<file path="src/rtl/out_bank_pkg.sv">
// Shared definitions for the output-bank arbiter.
//   state_e       : FSM states, 8-bit encoding
//   SEL_*         : per-requester target codes carried on req_sel
//   DEF_*         : default parameter values for NUM_REQ / DATA_WIDTH
package out_bank_pkg;

  typedef enum logic [7:0] {
    IDLE  = 8'd0,
    WRITE = 8'd1,
    COOL  = 8'd2
  } state_e;

  localparam logic [1:0] SEL_OUT1    = 2'd0;
  localparam logic [1:0] SEL_OUT2    = 2'd1;
  localparam logic [1:0] SEL_OUT3    = 2'd2;
  localparam logic [1:0] SEL_INVALID = 2'd3;

  localparam int unsigned DEF_NUM_REQ    = 3;
  localparam int unsigned DEF_DATA_WIDTH = 32;

endpackage

</file>
<file path="src/rtl/out_bank_rr_pick.sv">
// Combinational winner selection for the output-bank arbiter.
// Configuration macro: OUT_BANK_ROUND_ROBIN_EN
//   defined   : first requester above ptr wins, searching upward with wrap
//   undefined : lowest requesting index wins, ptr is ignored
// Ports:
//   req    : per-requester request bits
//   ptr    : index of the last winner (round-robin pointer)
//   winner : index of the selected requester
//   valid  : at least one request present
module out_bank_rr_pick
  import out_bank_pkg::*;
#(
  parameter int unsigned NUM_REQ = DEF_NUM_REQ,
  parameter int unsigned IDX_W   = 2
) (
  input  logic [NUM_REQ-1:0] req,
  input  logic [IDX_W-1:0]   ptr,
  output logic [IDX_W-1:0]   winner,
  output logic               valid
);

`ifdef OUT_BANK_ROUND_ROBIN_EN
  int unsigned      cand;
  logic [IDX_W-1:0] cidx;

  always_comb begin
    winner = '0;
    valid  = 1'b0;
    cand   = 0;
    cidx   = '0;
    // Offset 1..NUM_REQ from the pointer; the last candidate is ptr itself.
    for (int unsigned k = 1; k <= NUM_REQ; k++) begin
      cand = (32'(ptr) + k) % NUM_REQ;
      cidx = cand[IDX_W-1:0];
      if (!valid && req[cidx]) begin
        winner = cidx;
        valid  = 1'b1;
      end
    end
  end
`else
  logic             ptr_unused;
  logic [IDX_W-1:0] cidx;

  assign ptr_unused = ^ptr;

  always_comb begin
    winner = '0;
    valid  = 1'b0;
    cidx   = '0;
    for (int unsigned k = 0; k < NUM_REQ; k++) begin
      cidx = k[IDX_W-1:0];
      if (!valid && req[cidx]) begin
        winner = cidx;
        valid  = 1'b1;
      end
    end
  end
`endif

endmodule

</file>
<file path="src/rtl/out_bank_arbiter.sv">
// Arbitrates NUM_REQ requesters onto a bank of three output registers.
// One write per three cycles: IDLE latches winner/sel/data, WRITE loads the
// register and pulses gnt, COOL clears gnt and returns to IDLE.
// Configuration macro: OUT_BANK_ROUND_ROBIN_EN (round-robin vs fixed priority).
// Ports:
//   clk, reset        : clock, synchronous active-low reset
//   req/req_sel/req_data : per-requester request, target (2b), data
//   gnt               : registered one-hot grant pulse
//   out1/out2/out3    : output register bank
//   busy              : FSM not in IDLE
//   err               : sticky, set by a write to the invalid target
module out_bank_arbiter
  import out_bank_pkg::*;
#(
  parameter int unsigned DATA_WIDTH = DEF_DATA_WIDTH,
  parameter int unsigned NUM_REQ    = DEF_NUM_REQ
) (
  input  logic                          clk,
  input  logic                          reset,
  input  logic [NUM_REQ-1:0]            req,
  input  logic [2*NUM_REQ-1:0]          req_sel,
  input  logic [NUM_REQ*DATA_WIDTH-1:0] req_data,
  output logic [NUM_REQ-1:0]            gnt,
  output logic [DATA_WIDTH-1:0]         out1,
  output logic [DATA_WIDTH-1:0]         out2,
  output logic [DATA_WIDTH-1:0]         out3,
  output logic                          busy,
  output logic                          err
);

  localparam int unsigned IDX_W = (NUM_REQ > 1) ? $clog2(NUM_REQ) : 1;

  state_e                  state_q, state_d;
  logic [IDX_W-1:0]        win_q, win_d;
  logic [1:0]              sel_q, sel_d;
  logic [DATA_WIDTH-1:0]   data_q, data_d;
  logic [DATA_WIDTH-1:0]   out1_q, out1_d;
  logic [DATA_WIDTH-1:0]   out2_q, out2_d;
  logic [DATA_WIDTH-1:0]   out3_q, out3_d;
  logic [NUM_REQ-1:0]      gnt_q, gnt_d;
  logic                    err_q, err_d;

  logic [IDX_W-1:0]        pick_win;
  logic                    pick_valid;
  logic [IDX_W-1:0]        pick_ptr;
  logic [IDX_W-1:0]        kidx;

`ifdef OUT_BANK_ROUND_ROBIN_EN
  logic [IDX_W-1:0]        ptr_q, ptr_d;
  assign pick_ptr = ptr_q;
`else
  assign pick_ptr = '0;
`endif

  out_bank_rr_pick #(
    .NUM_REQ (NUM_REQ),
    .IDX_W   (IDX_W)
  ) u_pick (
    .req    (req),
    .ptr    (pick_ptr),
    .winner (pick_win),
    .valid  (pick_valid)
  );

  always_comb begin
    state_d = state_q;
    win_d   = win_q;
    sel_d   = sel_q;
    data_d  = data_q;
    out1_d  = out1_q;
    out2_d  = out2_q;
    out3_d  = out3_q;
    gnt_d   = '0;
    err_d   = err_q;
    kidx    = '0;
`ifdef OUT_BANK_ROUND_ROBIN_EN
    ptr_d   = ptr_q;
`endif
    case (state_q)
      IDLE: begin
        if (pick_valid) begin
          win_d = pick_win;
          for (int unsigned k = 0; k < NUM_REQ; k++) begin
            kidx = k[IDX_W-1:0];
            if (pick_win == kidx) begin
              sel_d  = req_sel[2*k +: 2];
              data_d = req_data[k*DATA_WIDTH +: DATA_WIDTH];
            end
          end
          state_d = WRITE;
        end
      end
      WRITE: begin
        case (sel_q)
          SEL_OUT1:    out1_d = data_q;
          SEL_OUT2:    out2_d = data_q;
          SEL_OUT3:    out3_d = data_q;
          default:     err_d  = 1'b1;
        endcase
        gnt_d[win_q] = 1'b1;
`ifdef OUT_BANK_ROUND_ROBIN_EN
        ptr_d = win_q;
`endif
        state_d = COOL;
      end
      COOL:    state_d = IDLE;
      default: state_d = IDLE;
    endcase
  end

  always_ff @(posedge clk) begin
    if (!reset) begin
      state_q <= IDLE;
      win_q   <= '0;
      sel_q   <= SEL_OUT1;
      data_q  <= '0;
      out1_q  <= '0;
      out2_q  <= '0;
      out3_q  <= '0;
      gnt_q   <= '0;
      err_q   <= 1'b0;
`ifdef OUT_BANK_ROUND_ROBIN_EN
      ptr_q   <= IDX_W'(NUM_REQ - 1);
`endif
    end else begin
      state_q <= state_d;
      win_q   <= win_d;
      sel_q   <= sel_d;
      data_q  <= data_d;
      out1_q  <= out1_d;
      out2_q  <= out2_d;
      out3_q  <= out3_d;
      gnt_q   <= gnt_d;
      err_q   <= err_d;
`ifdef OUT_BANK_ROUND_ROBIN_EN
      ptr_q   <= ptr_d;
`endif
    end
  end

  assign gnt  = gnt_q;
  assign out1 = out1_q;
  assign out2 = out2_q;
  assign out3 = out3_q;
  assign err  = err_q;
  assign busy = (state_q != IDLE);

endmodule

</file>
<file path="config.mk">
export PLATFORM = sky130hd
export DESIGN_NAME = out_bank_arbiter
export DESIGN_NICKNAME = d
export VERILOG_FILES = /design/src/rtl/out_bank_pkg.sv /design/src/rtl/out_bank_rr_pick.sv /design/src/rtl/out_bank_arbiter.sv
export SDC_FILE = /design/constraint.sdc
export NUM_CORES = 1
export LEC_CHECK = 0
export CAP_MARGIN = 20
export CORE_ASPECT_RATIO = 0.8
export CORE_MARGIN = 1.5
export CORE_UTILIZATION = 45
export CTS_CLUSTER_DIAMETER = 150
export DETAILED_ROUTE_END_ITERATION = 10
export GPL_TIMING_DRIVEN = 0
export MAX_ROUTING_LAYER = met4
export PLACE_DENSITY = 0.81
export SLEW_MARGIN = 30
export SYNTH_ARGS = -nofsm -noshare
export SYNTH_HDL_FRONTEND = slang
export SYNTH_HIERARCHICAL = 1
export SYNTH_SLANG_ARGS = --single-unit
</file>
<file path="constraint.sdc">
create_clock -name clk -period 2.2 [get_ports clk]
set_clock_uncertainty 0.05 [all_clocks]
set_input_delay 0.22 -clock clk [delete_from_list [all_inputs] [get_ports clk]]
set_output_delay 0.22 -clock clk [all_outputs]
set_load 0.03 [all_outputs]
</file>
==> flow_summary.json, run 1 <==
{
  "post-route-worst-setup-slack_ns": 0.137,
  "crit_path_max_fanout": 10,
  "row_count": 36,
  "antenna-diode-count": 0,
  "power_frac_seq_pct": 42.3,
  "die_w_um": 129,
  "power.static_leakage_uw": 0.00303,
  "pwr-share-clk_pct": 44.0,
  "hpwl_mm": 13.8,
  "critical_path.slowest_cell": "clkdlybuf4s50_1",
  "setup-violations-final": 0,
  "timing_worst_slew_pin_value_ns": 0.610,
  "post_synth.cell_area_avg_um2": 8.93,
  "mappedNetlistNets": 747,
  "hold_start": "out1[12]",
  "tritoncts": "yes",
  "finalPower_uw": 6420,
  "first_global_vias": 5500,
  "instance_count_of_the_mapped_netlist": 640,
  "critical_path.top_delay_family": "buffers and inverters",
  "crit_type": "primary input to flop",
  "htree_num_levels": 4,
  "critPathCaptureType": "flop",
  "routed-via-count": 5570,
  "drt-wirelength-per-cell_um": 17.8,
  "rsz0062_at_grt": "false",
  "post-cts-setup-buffer-count": 0,
  "layout-area-overhead-vs-synth_pct": 50.5,
  "ant_nets": 0,
  "timing.critical_path.cells": "clkdlybuf4s50_1 -> nor3b_2 -> buf_2 -> nand2_1 -> a21boi_2 -> buf_2 -> a22o_1",
  "final.period_utilization_pct": 93.8,
  "route.final.wire_length_mm": 18.7,
  "fp.dieH_um": 104,
  "drc_violations_left": 0,
  "power.density_cell_area_nw_per_um2": 746,
  "max_freq_mhz": 485,
  "grt_pass1_wl_mm": 28.4,
  "fp.coreArea_um2": 12300,
  "final_max_slew_viol_count": 0,
  "cp_slowest_stage_delay_ns": 0.44,
  "final_period_minus_worst_setup_slack_ns": 2.06,
  "report.final.hold_viol_count": 0,
  "globalRouteTotalUtil_pct": 28.8,
  "tritoncts.num_buffers": 17,
  "r2r_slack_ns": 0.28,
  "crit_buf_inv": 3,
  "power.share.combinational_pct": 13.6,
  "ios": 208,
  "first_iter_violations": 390,
  "max_cap_viol_count": 0,
  "dieArea_um2": 13400,
  "worst_ep_required_time_ns": 2.51,
  "initial_core_util_pct": 46.5,
  "min_path_cells": 2,
  "crit-reg2reg-launch": "state_q[1]",
  "slew-limit-headroom_pct": 59.4,
  "cts.sinks": 138,
  "root_buffer": "clkbuf_16",
  "regToRegEndpoint": "data_q[20]",
  "final_layout_size_suffix_gt1_share_pct": 11.1,
  "preCtsSetupSlack_ns": -0.561,
  "synth.cell_area_um2": 5720,
  "clockBufferDepth": 2,
  "detailedRoute.firstPassIterationCount": 5,
  "grt_antenna_before_repair": 0,
  "sw_frac_of_total_pct": 25.8,
  "r2r.worst_path.cells": 5,
  "start_kind": "primary input",
  "drt-vias-per-instance": 5.30,
  "cell_internal_pwr_uw": 4760,
  "ys.warnings.count": 6,
  "data_arrival_critical_path_ns": 2.37,
  "io_buffers": 207,
  "path_common_cell": "buf_2",
  "peakVddDrop_mv": 0.720,
  "gp_congestion": 0.880,
  "hold_path_end": "out1[12]",
  "cts.clk_slew.worst_paths_ns": 0.06,
  "clk-insertion-delay-late_ns": 0.41,
  "outcome": "finished, final reports clean",
  "switching_power_uw": 1660,
  "total_of_fill_cells_in_the_finished_design": 934,
  "holdCritPathClass": "flop to flop",
  "grt_start_max_net_pins": 17,
  "nets": 973,
  "overflow": 0
}
## registers in the layout (all words and copies together) (netlist names)
signal / flops
data_q: 32
out1: 32
out2: 32
out3: 32
gnt: 3
sel_q: 2
state_q: 2
win_q: 2
err: 1
## how the worst max path moves through the flow
stage	slack, ns	depth (start not counted)	endpoint	startpoint
after floorplan	0.46	6	data_q[10]	req[0]
after global placement	-0.45	7	data_q[12]	req[2]
after detailed placement	-0.56	7	data_q[18]	req[2]
after CTS	0.05	3	busy	state_q[1]
after global routing	0.04	7	data_q[17]	req[0]
final	0.14	7	data_q[21]	req[0]
## tightest hold or removal path, stage by stage, from the launching register on
cell	delay [ns]
dfxtp_1	0.31
nand2_1	0.05
a21boi_1	0.05
## through the flow
stage | std cells | util, % | area, um2 | hold WS, ns | TNS, ns
2_1_floorplan | 640 | - | 5720 | 0.384 | 0
3_3_place_gp | 1018 | 65.1 | 8000 | 0.393 | -13.65
3_5_place_dp | 1018 | 65.1 | 8000 | 0.398 | -17.13
4_1_cts | 1050 | 69.9 | 8600 | 0.408 | 0
5_1_grt | 1050 | 70.0 | 8600 | 0.421 | 0
6_report | 1050 | 70.0 | 8600 | 0.405 | 0
## timing repair
item | CTS | global route
gates resized for setup | 5 | 2
hold buffers | 0 | 0
setup endpoints to repair | 28 | 1
## layout by cell type (no fill, tap or decap), types with 4 or more instances in the layout
| cell type | instances |
|---|---|
| buf_4 | 4 |
| a22o_1 | 7 |
| mux2i_1 | 9 |
| dfxtp_1 | 137 |
| nand2_1 | 194 |
| o2bb2ai_1 | 34 |
| a32o_1 | 27 |
| nor2_1 | 27 |
| clkbuf_1 | 23 |
| a21boi_0 | 41 |
| buf_2 | 24 |
| or2_2 | 25 |
| clkinv_4 | 4 |
| a21boi_1 | 55 |
| clkdlybuf4s50_1 | 206 |
| nor2b_1 | 6 |
| clkbuf_16 | 17 |
## layer usage
metal	track usage, %	share of wire [%]
met2	46.2	48
met3	6.51	6.8
met5	-	0
met4	10.5	1.9
met1	35.6	43
## power groups by stage
stage / clock [uW] / combinational (uW) / sequential [uW]
2_1_floorplan: 0 / 413 / 2790
3_3_place_gp: 0 / 846 / 2760
3_5_place_dp: 0 / 865 / 2760
4_1_cts: 2840 / 873 / 2710
5_1_grt: 2950 / 935 / 2730
6_report: 2830 / 876 / 2720
## layout make-up
type	instances	area (um2)	share of cell area [%]
Buffer	56	282	3.27
Clock buffer	20	447	5.19
Clock inverter	12	140	1.63
Inverter	1	3.75	0.0436
Multi-Input combinational cell	445	2680	31.1
Sequential cell	138	2760	32.1
Tap cell	171	214	2.49
Timing Repair Buffer	207	2070	24.1
Note: power is estimated with default switching activity, not from simulation.
==> inputs of run 2 (changes only) <==
- SETUP_SLACK_MARGIN: default -> 0.4
==> flow_summary.json, run 2 (synthesis results as in run 1) <==
{
  "crit_path_max_fanout": 2,
  "final.period_utilization_pct": 80.6,
  "report.final.hold_viol_count": 0,
  "finalPower_uw": 6450,
  "power_frac_seq_pct": 42.1,
  "drc_violations_left": 0,
  "pwr-share-clk_pct": 44.0,
  "clk-insertion-delay-late_ns": 0.42,
  "maxUsedRoutingLayer": "met4",
  "cts.sinks": 138,
  "dieArea_um2": 13400,
  "route.final.wire_length_mm": 18.8,
  "switching_power_uw": 1680,
  "clockBufferDepth": 2,
  "peakVddDrop_mv": 0.734,
  "holdCritPathClass": "flop to flop",
  "power.share.combinational_pct": 13.9,
  "worst_ep_required_time_ns": 1.93,
  "grt_start_max_net_pins": 17,
  "globalRouteTotalUtil_pct": 28.9,
  "cts.clk_slew.worst_paths_ns": 0.06,
  "drt-vias-per-instance": 5.31,
  "routed-via-count": 5584,
  "final_max_slew_viol_count": 0,
  "critical_path.top_delay_family": "buffers and inverters",
  "overflow": 0,
  "max_cap_viol_count": 0,
  "row_count": 36,
  "regToRegEndpoint": "data_q[25]",
  "sw_frac_of_total_pct": 26.0,
  "grt_antenna_before_repair": 0,
  "ios": 208,
  "grt_pass1_wl_mm": 28.4,
  "cell_internal_pwr_uw": 4780,
  "wl_met3_mm": 1.37,
  "commonest_cells_after_routing_fill_and_taps_aside": "204 x clkdlybuf4s50_1, 194 x nand2_1, 137 x dfxtp_1, 55 x a21boi_1, 41 x a21boi_0",
  "fp.dieH_um": 104,
  "post_route_met1_wirelength_mm": 8.03,
  "crit_type": "flop to output pin",
  "cp_slowest_stage_delay_ns": 0.70,
  "hold_path_end": "out1[12]",
  "data_arrival_critical_path_ns": 1.50,
  "hold_ws_ns": 0.407,
  "final_layout_size_suffix_gt1_share_pct": 12.6,
  "gp_congestion": 0.880,
  "first_global_vias": 5502,
  "max_freq_mhz": 564,
  "initial_core_util_pct": 46.5,
  "r2r_slack_ns": 0.48,
  "detailedRoute.firstPassIterationCount": 5,
  "layout-area-overhead-vs-synth_pct": 51.6,
  "ant_nets": 0,
  "first_iter_violations": 391,
  "root_buffer": "clkbuf_16",
  "outcome": "finished, final reports clean",
  "cts.hold.buffers_added": 0,
  "power.density_cell_area_nw_per_um2": 745,
  "critPathCaptureType": "output pin",
  "io_buffers": 207,
  "die_w_um": 129,
  "drt-wirelength-per-cell_um": 17.8,
  "final_common_cell": "clkdlybuf4s50_1",
  "slew-limit-headroom_pct": 63.8,
  "r2r.worst_path.cells": 6,
  "nets": 975,
  "crit-reg2reg-launch": "state_q[1]",
  "critical_path.slowest_cell": "clkdlybuf4s50_1",
  "setup-violations-final": 0,
  "htree_num_levels": 4,
  "crit_buf_inv": 1,
  "hpwl_mm": 13.8,
  "timing_worst_slew_pin_value_ns": 0.542,
  "min_path_cells": 2,
  "antenna-diode-count": 0,
  "timing.critical_path.cells": "clkdlybuf4s50_1",
  "wl_met2_mm": 9.04,
  "power.static_leakage_uw": 0.00307,
  "tritoncts.num_buffers": 17,
  "final_period_minus_worst_setup_slack_ns": 1.77,
  "fp.coreArea_um2": 12300,
  "start_kind": "flop",
  "tritoncts": "yes",
  "rsz0062_at_grt": "false",
  "hold_start": "out1[12]",
  "cp_num_cells": 1
}
run 2: layout make-up:
type	instances	area (um2)
fillers	927	3630
flip-flops and latches	138	2760
multi-input cells	445	2700
repair buffers	209	2080
clock buffers	20	447
plain buffers	56	314
well taps	171	214
clock inverters	12	140
inverters	1	3.75
run 2: routing by layer:
metal	GRT usage (%)	vias up
met3	6.61	37
met4	10.7	0
met5	-	-
li1	-	2650
met1	35.6	2647
met2	46.1	250
run 2: power groups by stage:
stage               clock (uW)  sequential (uW)  combinational [uW]
floorplan                    0             2790                 413
global placement             0             2760                 846
detailed placement           0             2760                 865
CTS                       2840             2710                 889
global route              2950             2730                 955
finish                    2840             2720                 897
run 2: repair_timing:
item                       4_1_cts  5_1_grt
pin swaps                        1        1
setup buffers                    1        1
gates resized for setup         26       14
setup endpoints to repair       37       37
run 2: worst register-to-register path: cells and delay by family (launching register included):
kind | cells | cell delay, ns
AOI/OAI and AO/OA | 1 | 0.19
and+or+nand+nor | 2 | 0.55
DFF | 1 | 0.30
buffers and inverters | 3 | 0.57
run 2: per-stage QoR:
step | std cells | instance area (um2) | TNS (ns) | utilization [%] | worst slack, ns
2_1_floorplan | 640 | 5720 | 0 | - | 0.458
3_3_place_gp | 1018 | 8000 | -13.65 | 65.1 | -0.448
3_5_place_dp | 1018 | 8000 | -17.13 | 65.1 | -0.561
4_1_cts | 1051 | 8650 | 0 | 70.3 | 0.409
5_1_grt | 1052 | 8660 | 0 | 70.4 | 0.403
6_report | 1052 | 8660 | 0 | 70.4 | 0.427
run 2: worst max-delay path by stage:
stage / from / to / slack (ns)
after floorplan: req[0] / data_q[10] / 0.46
after global placement: req[2] / data_q[12] / -0.45
after detailed placement: req[2] / data_q[18] / -0.56
after CTS: req[2] / data_q[18] / 0.41
after global routing: state_q[1] / data_q[15] / 0.40
final: out3[8] / out3[8] / 0.43
